File: src/rtl/target_hold_scorer.sv
// Pendulum target game scorer: arms on a chosen LED slot, tracks whether the position stays
// inside a level-dependent window for HOLD_CYCLES in a row, and keeps score and round count.
module target_hold_scorer #(
    parameter int  POS_W        = 16,
    parameter int  NUM_LEDS     = 8,
    parameter int  LED_SPAN     = 100,
    parameter int  HOLD_CYCLES  = 4,
    parameter int  ROUND_CYCLES = 64,
    parameter int  SCORE_W      = 8,
    localparam int LED_W        = (NUM_LEDS > 1) ? $clog2(NUM_LEDS) : 1
) (
    input  logic                    clock,
    input  logic                    reset,
    input  logic                    start_round,
    input  logic                    abort,
    input  logic                    reset_ponto,
    input  logic [LED_W-1:0]        position_led,
    input  logic [1:0]              nivel_dificuldade,
    input  logic signed [POS_W-1:0] current_position,
    output logic                    ganhou_ponto,
    output logic                    perdeu_ponto,
    output logic [SCORE_W-1:0]      pontuacao,
    output logic [SCORE_W-1:0]      contador_jogo,
    output logic                    busy,
    output logic                    in_window
);
    localparam int TW     = POS_W + 2;
    localparam int DW     = POS_W + 3;
    localparam int HOLD_W = $clog2(HOLD_CYCLES + 1);
    localparam int RT_W   = $clog2(ROUND_CYCLES + 1);
    localparam int OFFSET = LED_SPAN / 2 - (NUM_LEDS * LED_SPAN) / 2;

    localparam logic [1:0] S_IDLE   = 2'd0;
    localparam logic [1:0] S_ARM    = 2'd1;
    localparam logic [1:0] S_TRACK  = 2'd2;
    localparam logic [1:0] S_RESULT = 2'd3;

    function automatic int round_limit(input int lvl);
        int lim;
        lim = ROUND_CYCLES >> lvl;
        return (lim < 1) ? 1 : lim;
    endfunction

    logic [1:0]         state_reg, state_next;
    logic [LED_W-1:0]   slot_reg;
    logic [1:0]         level_reg;
    logic [HOLD_W-1:0]  hold_reg;
    logic [RT_W-1:0]    round_reg;
    logic               ganhou_reg, perdeu_reg, busy_reg, in_window_reg;
    logic [SCORE_W-1:0] score_reg, count_reg;

    logic [LED_W-1:0]     slot_clamped;
    logic signed [TW-1:0] target;
    logic [DW-1:0]        diff, abs_diff, tol;
    logic [RT_W-1:0]      limit_m1;
    logic                 hit, win, timeout, ending;

    always_comb begin
        slot_clamped = position_led;
        if ({1'b0, position_led} >= (LED_W + 1)'(NUM_LEDS))
            slot_clamped = LED_W'(NUM_LEDS - 1);
    end

    // Window test done at POS_W+3 bits so the subtraction can never wrap.
    always_comb begin
        target   = TW'(OFFSET) + TW'(slot_reg) * TW'(LED_SPAN);
        diff     = {{3{current_position[POS_W-1]}}, current_position} - {target[TW-1], target};
        abs_diff = diff[DW-1] ? (~diff + DW'(1)) : diff;
        tol      = DW'(LED_SPAN >> level_reg);
        hit      = (abs_diff <= tol);
        limit_m1 = RT_W'(round_limit(int'(level_reg)) - 1);
    end

    always_comb begin
        win        = (state_reg == S_TRACK) && hit && (hold_reg == HOLD_W'(HOLD_CYCLES - 1));
        timeout    = (state_reg == S_TRACK) && !win && (round_reg == limit_m1);
        state_next = state_reg;
        case (state_reg)
            S_IDLE:   if (start_round) state_next = S_ARM;
            S_ARM:    state_next = abort ? S_IDLE : S_TRACK;
            S_TRACK: begin
                if (abort)                state_next = S_IDLE;
                else if (win || timeout)  state_next = S_RESULT;
            end
            default:  state_next = S_IDLE;
        endcase
        ending = (state_reg == S_TRACK) && (state_next == S_RESULT);
    end

    always_ff @(posedge clock) begin
        if (!reset) begin
            state_reg     <= S_IDLE;
            slot_reg      <= '0;
            level_reg     <= '0;
            hold_reg      <= '0;
            round_reg     <= '0;
            ganhou_reg    <= 1'b0;
            perdeu_reg    <= 1'b0;
            busy_reg      <= 1'b0;
            in_window_reg <= 1'b0;
            score_reg     <= '0;
            count_reg     <= '0;
        end else begin
            state_reg     <= state_next;
            busy_reg      <= (state_next != S_IDLE);
            ganhou_reg    <= ending && win;
            perdeu_reg    <= ending && !win;
            // Only flagged while the round keeps tracking, so it reads 0 in RESULT/IDLE.
            in_window_reg <= (state_reg == S_TRACK) && (state_next == S_TRACK) && hit;

            if (state_reg == S_ARM) begin
                slot_reg  <= slot_clamped;
                level_reg <= nivel_dificuldade;
                hold_reg  <= '0;
                round_reg <= '0;
            end else if (state_reg == S_TRACK) begin
                hold_reg  <= hit ? (hold_reg + HOLD_W'(1)) : '0;
                round_reg <= round_reg + RT_W'(1);
            end

            if (reset_ponto) begin
                score_reg <= '0;
                count_reg <= '0;
            end else if (ending) begin
                count_reg <= count_reg + SCORE_W'(1);
                if (win && (score_reg != {SCORE_W{1'b1}}))
                    score_reg <= score_reg + SCORE_W'(1);
            end
        end
    end

    assign ganhou_ponto  = ganhou_reg;
    assign perdeu_ponto  = perdeu_reg;
    assign pontuacao     = score_reg;
    assign contador_jogo = count_reg;
    assign busy          = busy_reg;
    assign in_window     = in_window_reg;

endmodule

File: config.mk
export PLATFORM = sky130hd
export DESIGN_NAME = target_hold_scorer
export DESIGN_NICKNAME = d
export VERILOG_FILES = /design/src/rtl/target_hold_scorer.sv
export SDC_FILE = /design/constraint.sdc
export NUM_CORES = 1
export LEC_CHECK = 0
export BUFFER_PORTS_ARGS = -buffer_cell sky130_fd_sc_hd__buf_2
export CAP_MARGIN = 20
export CORE_AREA = 2 2 82 84
export DETAILED_ROUTE_END_ITERATION = 12
export DIE_AREA = 0 0 84 86
export PLACE_DENSITY = 0.8
export SLEW_MARGIN = 15
export SYNTH_ARGS = -nofsm -noshare
export SYNTH_HDL_FRONTEND = slang
export SYNTH_SLANG_ARGS = --single-unit
File: constraint.sdc
create_clock -name clock -period 5.7 [get_ports clock]
set_input_delay 1.14 -clock clock [delete_from_list [all_inputs] [get_ports clock]]
set_output_delay 1.14 -clock clock [all_outputs]
set_load 0.05 [all_outputs]
==> results of run 1 <==
routing by layer:
metal / wire length (um) / share of wire / vias to the layer above
li1: - / - / 1738
met1: 3870 / 0.48 / 1557
met2: 3730 / 0.46 / 79
met3: 407 / 0.050 / 7
met4: 68 / 0.0084 / 0
met5: 0 / 0 / -
timing repair:
action,in CTS,in global routing
setup endpoints to repair,0,2
buffers inserted,0,0
resized for setup,0,1
worst register-to-register path, cell delays in order, from the launching register on:
cell and delay, ps:
dfxtp_1 420, inv_1 70, ha_1 270, inv_1 40, ha_1 280, inv_1 50
ha_1 270, ha_1 400, o21a_1 180, or2_2 290, o2111ai_1 120, nand3_1 200
nor2_1 170, a21oi_1 60, ha_1 300, nor2b_1 130, o21ai_0 140, nand2b_1 70
a21oi_1 130, o21ai_0 80, o21ai_0 80, and4b_1 260, nand4_2 150, o21a_2 370
or4_1 500, nand2_1 80
placed cells by master, fill, tap and decap left out, types with 9 or more instances in the layout:
| master | instances |
|---|---|
| ha_1 | 46 |
| nand2_1 | 45 |
| buf_2 | 45 |
| inv_1 | 41 |
| dfxtp_1 | 37 |
| nor2_1 | 32 |
| a21oi_1 | 26 |
| xor2_1 | 16 |
| nand3_1 | 14 |
| xnor2_1 | 14 |
| o21ai_0 | 11 |
| nand2b_1 | 11 |
| nor3_1 | 10 |
| o211ai_1 | 10 |
| nand4_1 | 9 |
cells by family after synthesis:
logic type	count (synthesis)
adder cells (fa/ha/maj)	46
multiplexers	7
AO/OA/AOI/OAI	105
XOR/XNOR	31
flip-flops	37
AND/OR/NAND/NOR	177
buffers and inverters	56
layout make-up:
class	instances	share of cell area
Multi-Input combinational cell	366	0.672
Clock inverter	3	0.00433
Timing Repair Buffer	48	0.0612
Inverter	42	0.0390
Clock buffer	5	0.0170
Tap cell	77	0.0238
Sequential cell	37	0.183
power groups by stage:
stage	Combinational [mW]	Sequential, mW	Clock, mW
after detailed placement	0.362	0.271	0
final	0.366	0.265	0.183
after global placement	0.351	0.271	0
after floorplan	0.292	0.272	0
after CTS	0.363	0.265	0.188
after global routing	0.409	0.266	0.201
how the worst max path moves through the flow:
stage          slack [ps]                 from               end  cells past startpoint
2_1_floorplan         610  current_position[6]  contador_jogo[7]                     22
3_3_place_gp          420  current_position[6]  contador_jogo[3]                     23
3_5_place_dp          270  current_position[6]  contador_jogo[4]                     23
4_1_cts               440          slot_reg[1]  contador_jogo[4]                     25
5_1_grt                50          slot_reg[1]         in_window                     25
6_report              550          slot_reg[1]  contador_jogo[4]                     25
per-stage QoR:
| stage | setup slack (ps) | power, mW | instances |
|---|---|---|---|
| 2_1_floorplan | 612 | 0.564 | 459 |
| 3_3_place_gp | 422 | 0.623 | 570 |
| 3_5_place_dp | 266 | 0.633 | 570 |
| 4_1_cts | 439 | 0.816 | 578 |
| 5_1_grt | 51.6 | 0.876 | 578 |
| 6_report | 553 | 0.814 | 578 |
==> run metrics, run 1 <==
CP Buf/Inv Count=3; via count=3,381; Pwr per Cell Area=201 mW/mm^2; Final Setup Violations=0; Worst EP required=5940 ps; worst rel slew slack=0.332; Post-synth top cells=ha_1, nand2_1, inv_1, dfxtp_1, nor2_1; Placed Area=0.00396 mm^2; Hold Path Stages=2; compound-cell area share of the yosys netlist=0.210; Internal=490 uW; final count of hold timing violations=0; Final Max Tran Viols=0; Post-Synth Simple-Gate Area=0.273; WS Path Type=register to register; Reg2Reg Capture Point=contador_jogo[4]; final net count=572; drt initial violations=187; M3 GR Usage=0.0433; Worst-Skew Late Latency=300 ps; Max-Cap Viols=0; top cell type's share of synthesized area=0.200; worst-margin pin slew=1000 ps; I/O Pins=46; cell area after synthesis=0.00371 mm^2; final clock skew=7.26 ps; synth-to-layout area growth=9.11%; diode count=0; CTS Sinks=37; routed len/inst=14.0 um; Multi-input gate area=0.00272 mm^2; Critical Path Source Type=register; Post-synth top flop=dfxtp_1; total core area=0.00628 mm^2; Distinct cells, synth=79; Post-synth ARST share=0; die footprint=0.00722 mm^2; minimum clock period=5150 ps; drt total wl=8.07 mm; R2R depth=25; Total GRT Usage=0.234; Layout Utilization=0.644; largest family of logic cells by synthesized area=simple AND/OR/NAND/NOR gates; Die Height=86 um; EDFF count, synth=0; combinational share of power=0.449; endpoint class of the critical path=register; Synth Area in XOR/XNOR=0.0753; gpl congestion=0.928; Net Sw Frac=0.398; CTS Hold Bufs=0; Max stage delay on crit path=500 ps; setup TNS after final layout=0 ps; PortBufs=45; CTS H-tree lvls=2; mux share of post-synthesis cell area=0.0189; initial antenna violation count=0; CTS buffer count=5; Seq pwr share=0.326; Initial Util=0.591; flops & latches, synth=37; arrival time at the worst endpoint=5390 ps; leading area contributor after synthesis=dfxtp_1; slowest CP cell=or4_1; Syn Area/Cell=8.08 um^2; Die Width=84 um; syn nets=531; RSZ-0062 raised after global routing=no; R2R setup slack=550 ps; Seq/Total Area, Yosys=0.200; sequential cell area=741 um^2; GRT met2 Usage=0.400; crit-path max FO=14; Worst path most repeated cell=ha_1; total grt overflow=0; Worst path top cell family by delay=simple AND/OR/NAND/NOR gates; met1 usage=0.311; first-pass GRT wire length=14.2 mm; Longest Clk Path Bufs=2; Post-Synth Adder-Cell Area=0.155; FILL cells=579; Psw=324 uW; dominant cells by area after synthesis=dfxtp_1, ha_1, nand2_1, inv_1, xor2_1; drt first pass iters=4; dpl hpwl=6.50 mm; row count=29; Hold EP=hold_reg[2]; clock slew at reported path FFs=80 ps; vias in the first global route=3,184; largest net degree at the start of global routing=15; Fin Hold WS=458 ps; Ys Warns=0; clock power share=0.225; maximum vdd drop=0.141 mV; most common cell in the netlist=ha_1; Critical R2R Launch=slot_reg[1]; status=complete, no violations; fraction of layout cells with a size suffix above 1=0.184; Routed Antenna Nets=0; Post-Syn Instances=459; Tcrit/Tclk final=0.903; leak pwr=1.75 nW; hold_sp=hold_reg[2]; HP Class=register to register; Max Freq=0.194 GHz; design area=0.00405 mm^2; drt via density=5.85; Top Usage Layer GRT=met2; Residual DRC=0; CTS root buffer=clkbuf_8; CTS tree=done
No activity file was read; power rests on OpenSTA's default activity.
==> run 2, diff against run 1 <==
Settings changed: CELL_PAD_IN_SITES_DETAIL_PLACEMENT from default to 0, CELL_PAD_IN_SITES_GLOBAL_PLACEMENT from default to 1, CORE_AREA 2 2 82 84 to 2 2 95 97, DIE_AREA 0 0 84 86 to 0 0 97 99.
==> run metrics, run 2 (synthesis gave the netlist of run 1 again) <==
cts repair resizes=0 (unchanged); arrival time at the worst endpoint=5460 ps (+70 ps); status=complete, no violations; Fin Hold WS=457 ps (-0.257 ps); Max Freq=0.192 GHz (-1.3%); most frequent cells in the layout=ha_1, nand2_1, buf_2; Inst Count DP=601 (+5.4%); gpl congestion=0.874 (-5.8%); synth-to-layout area growth=10.1%; Layout Utilization=0.477 (-0.167); CTS buffer count=5 (unchanged); Longest Clk Path Bufs=2 (unchanged); Internal=491 uW (about the same); leak pwr=1.75 nW (about the same); Max-Cap Viols=0 (unchanged); Critical R2R Launch=slot_reg[1]; Final Max Tran Viols=0 (unchanged); Setup WS post-layout=483 ps (-70.0 ps); Die Height=99 um (+15%); Pwr per Cell Area=199 mW/mm^2 (-1.1%); HP Class=register to register; Multi-input gate area=0.00272 mm^2 (about the same); drt total wl=7.88 mm (-2.3%); fraction of layout cells with a size suffix above 1=0.182 (-0.00200); CTS root buffer=clkbuf_8; Final Setup Violations=0 (unchanged); Residual DRC=0 (unchanged); setup TNS after final layout=0 ps (unchanged); sequential cell area=741 um^2 (unchanged); CTS Hold Bufs=0 (unchanged); total core area=0.00855 mm^2 (+36%); RSZ-0062 raised after global routing=no; largest net degree at the start of global routing=15 (unchanged); maximum vdd drop=0.0843 mV (-40%); drt initial violations=113 (-40%); crit-path max FO=14 (unchanged); via count=3,291 (-2.7%); Seq pwr share=0.326 (about the same); total grt overflow=0 (unchanged); CTS H-tree lvls=2 (unchanged); Setup Buffers After CTS=0 (unchanged); first-pass GRT wire length=14.0 mm (-1.4%); row count=34 (+17%); Post-Layout Cell Count=609 (+5.4%); die footprint=0.00960 mm^2 (+33%); Total GRT Usage=0.171 (-0.0633); clock slew at reported path FFs=80 ps (about the same); diode count=0 (unchanged); CTS tree=done; combinational share of power=0.448 (about the same); routed len/inst=12.9 um (-7.3%); vias in the first global route=3,143 (-1.3%); final clock skew=9.35 ps (+2.09 ps); I/O Pins=46 (unchanged); Power Total=813 uW (-0.15%); Psw=322 uW (-0.45%); minimum clock period=5220 ps (+70.0 ps); Tcrit/Tclk final=0.915 (+0.0123); dpl hpwl=6.40 mm (-1.5%); critical path launch point=slot_reg[1]; final count of hold timing violations=0 (unchanged); Initial Util=0.434 (-0.157); Placed Area=0.00400 mm^2 (+0.98%); leading cell type in the layout, fill and taps excluded=ha_1; PortBufs=45 (unchanged); Worst EP required=5940 ps (about the same); Net Sw Frac=0.396 (-0.00118); Die Width=97 um (+15%); final net count=572 (unchanged); drt first pass iters=4 (unchanged); Routed Antenna Nets=0 (unchanged); Max stage delay on crit path=550 ps (+50 ps); Worst-Skew Late Latency=300 ps (about the same); FILL cells=861 (+49%); drt via density=5.40 (-7.6%); worst rel slew slack=0.339 (+0.00676); endpoint class of the critical path=register; design area=0.00408 mm^2 (+0.93%); CTS Sinks=37 (unchanged); Worst path most repeated cell=ha_1; clock power share=0.226 (about the same); slowest CP cell=or4_1; WS Path Type=register to register; pre-CTS setup slack=288 ps (+21.4 ps); worst-margin pin slew=990 ps (-10.1 ps); hold_sp=hold_reg[2]; initial antenna violation count=0 (unchanged); Critical Path Source Type=register
run 2: cell counts in the layout (fill, tap and decap cells not counted):
Identical to the previous run, type by type.
run 2: area by class of cell:
class / count / share of cell area
clock buffers: 5 / 0.0169
multi-input cells: 366 / 0.665
clock inverters: 3 / 0.00429
well taps: 108 / 0.0331
inverters: 42 / 0.0386
flip-flops and latches: 37 / 0.181
repair buffers: 48 / 0.0607
run 2: worst paths after layout:
path | end | depth (start not counted) | slack (ps)
max | contador_jogo[3] | 25 | 480
min | hold_reg[2] | 2 | 460
max reg2reg | contador_jogo[3] | 25 | 480
min reg2reg | hold_reg[2] | 2 | 460
run 2: power by group through the flow:
stage / logic [mW] / registers [mW] / clock network [mW]
floorplan: 0.292 / 0.272 / 0
global placement: 0.359 / 0.271 / 0
detailed placement: 0.363 / 0.271 / 0
CTS: 0.365 / 0.265 / 0.186
global route: 0.411 / 0.266 / 0.201
finish: 0.364 / 0.265 / 0.184
run 2: worst max-delay path, delay by kind of cell (launching register included):
kind                       cells  cell delay [ps]
adders and majority gates      5             1520
DFF                            1              420
buffers and inverters          3              150
and+or+nand+nor                9             1880
AOI/OAI and AO/OA              8             1190
run 2: layer usage:
| metal | share of wire | track usage |
|---|---|---|
| met1 | 0.51 | 0.231 |
| met5 | 0 | 0 |
| met3 | 0.050 | 0.0433 |
| met2 | 0.44 | 0.284 |
| met4 | 0.0036 | 0.0217 |
